## src/rtl/rgbmatrix_pixel_serializer.sv

```systemverilog
// rgbmatrix_pixel_serializer
// Serialises 6-bit pixel-pair words into MSB-first bytes on `si`, adding the
// row-advance (bit7) and latch (bit6) flags for the downstream shift/latch
// stage. A free-running 3-bit phase counter, reset in lock-step with the
// downstream counter, frames the bytes; every eighth edge is a load slot.
// Optional build macro: RGBMATRIX_SERIALIZER_PATTERN_EN enables an internal
// colour-bar test pattern selected by pattern_sel.
module rgbmatrix_pixel_serializer #(
    parameter int COLS = 32,
    parameter int ROWS = 16
) (
    input  logic       clk,
    input  logic       reset,
    input  logic [5:0] pix_data,
    input  logic       pix_valid,
    output logic       pix_ready,
    input  logic       pattern_sel,
    output logic       si,
    output logic [7:0] col,
    output logic [3:0] scan_row,
    output logic       frame_done,
    output logic       underrun
);

    localparam logic [7:0] LAST_COL = 8'(COLS - 1);
    localparam logic [3:0] LAST_ROW = 4'(ROWS - 1);

    logic [2:0] r_phase;
    logic [7:0] r_shreg;
    logic       r_si;
    logic [7:0] r_col;
    logic [3:0] r_row;
    logic       r_frame_done;
    logic       r_underrun;

    logic       w_pat;
    logic       w_load;
    logic       w_take;
    logic       w_last_col;
    logic       w_last_row;
    logic [5:0] w_data6;
    logic [7:0] w_byte;

`ifdef RGBMATRIX_SERIALIZER_PATTERN_EN
    assign w_pat = pattern_sel;
`else
    // Pattern generator is compiled out; the input is tied off here.
    assign w_pat = pattern_sel & 1'b0;
`endif

    // Phase 7 can only be reached after reset release, so this also covers
    // holding ready low while in reset.
    assign w_load     = (r_phase == 3'd7);
    assign pix_ready  = w_load && !w_pat;
    assign w_take     = w_load && (w_pat || pix_valid);
    assign w_last_col = (r_col == LAST_COL);
    assign w_last_row = (r_row == LAST_ROW);

    // Select the 6-bit payload: test pattern, upstream word, or black on underrun
    always_comb begin
        w_data6 = 6'd0;
        if (w_pat) begin
            w_data6 = {r_col[4:2], r_col[4:2]};
        end else if (pix_valid) begin
            w_data6 = pix_data;
        end
    end

    // Underrun slots carry no flags so the downstream stage neither advances nor latches
    assign w_byte = w_take ? {(r_col == 8'd0), w_last_col, w_data6} : 8'h00;

    // Phase counter plus load/shift of the serial byte
    always_ff @(posedge clk or negedge reset) begin
        if (!reset) begin
            r_phase <= 3'd0;
            r_shreg <= 8'h00;
            r_si    <= 1'b0;
        end else begin
            r_phase <= r_phase + 3'd1;
            if (w_load) begin
                r_si    <= w_byte[7];
                r_shreg <= {w_byte[6:0], 1'b0};
            end else begin
                r_si    <= r_shreg[7];
                r_shreg <= {r_shreg[6:0], 1'b0};
            end
        end
    end

    // Column/row scan counters advance only on accepted (or pattern) loads
    always_ff @(posedge clk or negedge reset) begin
        if (!reset) begin
            r_col <= 8'd0;
            r_row <= 4'd0;
        end else if (w_take) begin
            if (w_last_col) begin
                r_col <= 8'd0;
                r_row <= w_last_row ? 4'd0 : r_row + 4'd1;
            end else begin
                r_col <= r_col + 8'd1;
            end
        end
    end

    // Frame-done pulse and sticky underrun flag
    always_ff @(posedge clk or negedge reset) begin
        if (!reset) begin
            r_frame_done <= 1'b0;
            r_underrun   <= 1'b0;
        end else begin
            r_frame_done <= w_take && w_last_col && w_last_row;
            if (w_load && !w_pat && !pix_valid) begin
                r_underrun <= 1'b1;
            end
        end
    end

    assign si         = r_si;
    assign col        = r_col;
    assign scan_row   = r_row;
    assign frame_done = r_frame_done;
    assign underrun   = r_underrun;

endmodule

```

## config.mk

```make
export PLATFORM = sky130hd
export DESIGN_NAME = rgbmatrix_pixel_serializer
export DESIGN_NICKNAME = d
export VERILOG_FILES = /design/src/rtl/rgbmatrix_pixel_serializer.sv
export SDC_FILE = /design/constraint.sdc
export NUM_CORES = 1
export LEC_CHECK = 0
export ABC_AREA = 0
export CORE_UTILIZATION = 43
export CTS_CLUSTER_DIAMETER = 100
export DETAILED_ROUTE_END_ITERATION = 7
export PLACE_DENSITY = 0.71
export SYNTH_ARGS = -nofsm -noshare
export SYNTH_HDL_FRONTEND = slang
export SYNTH_SLANG_ARGS = --single-unit
```

## constraint.sdc

```tcl
create_clock -name clk -period 1.3 [get_ports clk]
set_input_delay 0.39 -clock clk [delete_from_list [all_inputs] [get_ports clk]]
set_output_delay 0.39 -clock clk [all_outputs]
set_load 0.03 [all_outputs]
```

==> flow_metrics.env <==
export IMPL_status="finished with violations"
export IMPL_violations="setup timing"
export IMPL_hold_viol_final=0
export IMPL_final_max_slew_viol_count=0
export IMPL_cts_buffer_depth=2
export IMPL_worst_pin_slew_ns=0.286
export IMPL_critPathBufInv=2
export IMPL_synth_cells=101
export IMPL_syn_nets=116
export IMPL_grt_use_total_pct=24.0
export IMPL_crit_family="flip-flops"
export IMPL_postRouteWirelength_um=3330
export IMPL_cap_violations=0
export IMPL_crit_required_ns=0.91
export IMPL_max_freq_mhz=589
export IMPL_critical_path_class="flip-flop to output pin"
export IMPL_crit_top_cell="buf_6"
export IMPL_power_total_mw=1.61
export IMPL_register_area_um2=632
export IMPL_slowest_stage="dfrtp_1"
export IMPL_synth_top_area_share_pct=57.1
export IMPL_crit_path_start_kind="flip-flop"
export IMPL_synth_seq_cells=25
export IMPL_fillers=104
export IMPL_clkTransAtPathRegs_ns=0.14
export IMPL_post_synth_top_count_cell="dfrtp_1"
export IMPL_met2_length_um=1750
export IMPL_worstPathCellList="ha_2, ha_4, buf_6, buf_6"
export IMPL_p_leak_nw=0.952
export IMPL_fin_skew_ns=0.0137
export IMPL_insertion_delay_ns=0.33
export IMPL_arrival_ns=1.31
export IMPL_ys_flop_type="dfrtp_1"
export IMPL_top_layer="met4"
export IMPL_synth_cell_types=27
export IMPL_pre_cts_slack_ns=-0.459
export IMPL_post_layout_nonfiller_instances=199
export IMPL_wl_met3_um=171
export IMPL_grt_max_degree=26
export IMPL_p_per_area_nw_per_um2=814
export IMPL_rows=17
export IMPL_netlist_top_cells_count="25 x dfrtp_1, 13 x o21ai_0, 11 x inv_1, 10 x nand2_1"
export IMPL_ys_seq_area_share_pct=57.1
export IMPL_tns_ns=-7.46
export IMPL_ys_warn_count=0
export IMPL_synth_area_top_cells="dfrtp_1 57%, o21ai_0 5.9%, ha_1 5.7%"
export IMPL_die_area_um2=2750
export IMPL_cts_tree="built"
export IMPL_setup_viol=31
export IMPL_fin_ws_ns=-0.398
export IMPL_rsz0062_at_grt="yes"
export IMPL_htreeDepth=1
export IMPL_clock_sinks=25
export IMPL_antenna_found_initial=0
export IMPL_cts_buffers=3
export IMPL_io_buffers=24
export IMPL_ant_nets=0
export IMPL_syn_area_um2=1090
export IMPL_max_slew_margin_rel_pct=80.7
export IMPL_core_area_um2=2300
export IMPL_utilization_pct=86.1
export IMPL_drc=0
export IMPL_drt_initial_drc_count=20
export IMPL_min_period_ns=1.70
export IMPL_grt_pass1_wl_um=4660
export IMPL_multiInputGateArea_um2=581
export IMPL_die_width_um=52.5
export IMPL_synth_edff_count=0
export IMPL_finalNetCount=187
export IMPL_vias=1092
export IMPL_max_stage_delay_ns=0.41
export IMPL_num_antenna_cells=0
export IMPL_fp_dieH_um=52.5
export IMPL_grt_pass1_vias=1067
export IMPL_met1_length_um=1320
export IMPL_initial_utilization_pct=47.7
export IMPL_hpwlAfterDp_um=1760
export IMPL_cts_root_buffer="clkbuf_4"
export IMPL_avgRoutedWirePerCell_um=16.7
export IMPL_cp_max_fo=2
export IMPL_synth_avg_cell_area_um2=10.8
export IMPL_dp_cells=173
export IMPL_routabilityCongestion=0.795
export IMPL_cp_end_kind="output pin"
export IMPL_ios=26
export IMPL_finalCritPeriodShare_pct=131
export IMPL_avgViaCountPerCell=5.49
export IMPL_grt_overflow_total=0
export IMPL_yosysTopAreaCell="dfrtp_1"
export IMPL_drive_above_1_share_pct=57.9
export IMPL_async_flop_share_pct=100
export IMPL_area_growth_pct=80.7
export IMPL_vdd_ir_drop_worst_mv=0.728
export IMPL_hold_path_class="primary input to asynchronous set/reset pin"
export IMPL_drtPass1Iterations=4
==> sequential cells by signal, summed over array words and instances (netlist names) <==
name	cells
r_phase	3
underrun	1
col	8
frame_done	1
scan_row	4
si	1
r_shreg	7
==> worst register-to-register path: cells and delay by family, from the launching register on <==
family | cells | cell delay (ns)
buffers and inverters | 4 | 0.51
DFF | 1 | 0.41
adders and majority gates | 2 | 0.35
and+or+nand+nor | 2 | 0.25
AOI/OAI and AO/OA | 1 | 0.06
==> cell families after synthesis <==
kind of cell / Yosys count / share of synthesized area (%)
AND/OR/NAND/NOR: 32 / 17.1
buffers and inverters: 13 / 4.57
multiplexers: 2 / 2.06
XOR/XNOR: 5 / 4.00
adder cells (fa/ha/maj): 5 / 5.71
AO/OA/AOI/OAI: 19 / 9.37
flip-flops: 25 / 57.1
==> final timing paths <==
path / start / end / slack, ns / cells after the start
worst max-delay path: r_phase[0] / pix_ready / -0.40 / 4
worst min-delay path: reset / scan_row[3] / 0.39 / 2
worst max register to register: r_phase[0] / r_shreg[4] / -0.38 / 9
worst min register to register: r_shreg[2] / r_shreg[3] / 0.52 / 2
max in group asynchronous: reset / scan_row[2] / 0.74 / 2
min in group clk: r_shreg[2] / r_shreg[3] / 0.52 / 2
==> per-layer routing <==
layer / global-route usage, % / vias to the layer above
met5: 0 / -
met4: 10.5 / 0
met1: 27.2 / 538
met3: 4.35 / 11
met2: 43.5 / 51
li1: - / 492
==> where the power goes <==
group	total, mW	internal (mW)	switching, mW
clock	0.348	0.120	0.227
combinational	0.418	0.219	0.199
sequential	0.844	0.815	0.0286
total	1.61	1.15	0.455
==> per-stage QoR <==
| stage | hold WS (ns) | area [um^2] |
|---|---|---|
| finish | 0.393 | 1980 |
| global route | 0.393 | 1980 |
| global placement | 0.416 | 1560 |
| detailed placement | 0.420 | 1560 |
| CTS | 0.410 | 1830 |
| floorplan | 0.0944 | 1160 |
==> cell usage in the layout, fill, tap and decap left out, types with 2 or more instances in the layout <==
| cell | n |
|---|---|
| dfrtp_1 | 20 |
| or3_4 | 3 |
| nand2_4 | 3 |
| nor3_4 | 2 |
| clkdlybuf4s50_1 | 8 |
| buf_6 | 30 |
| dfrtp_2 | 5 |
| clkbuf_4 | 3 |
| buf_4 | 28 |
| nand2_2 | 5 |
| o21ai_1 | 8 |
| ha_4 | 2 |
| a21oi_2 | 2 |
| nand4_1 | 5 |
| mux2_4 | 2 |
| ha_1 | 2 |
| inv_1 | 11 |
| nand2_1 | 2 |
| nand3_4 | 2 |
| nand3_1 | 3 |
| o21ai_2 | 5 |
| xnor2_1 | 3 |
==> cell type report <==
class	instances	area share (%)
repair buffers	68	33.5
inverters	11	2.09
flip-flops and latches	25	31.9
clock buffers	4	1.33
multi-input cells	63	29.3
well taps	28	1.77
==> timing repair <==
item                       4_1_cts  5_1_grt
hold buffers                     0        0
setup buffers                   17        5
pin swaps                       11       12
gates resized for setup         40       31
setup endpoints to repair       32       36
(Power assumes the default switching activity.)
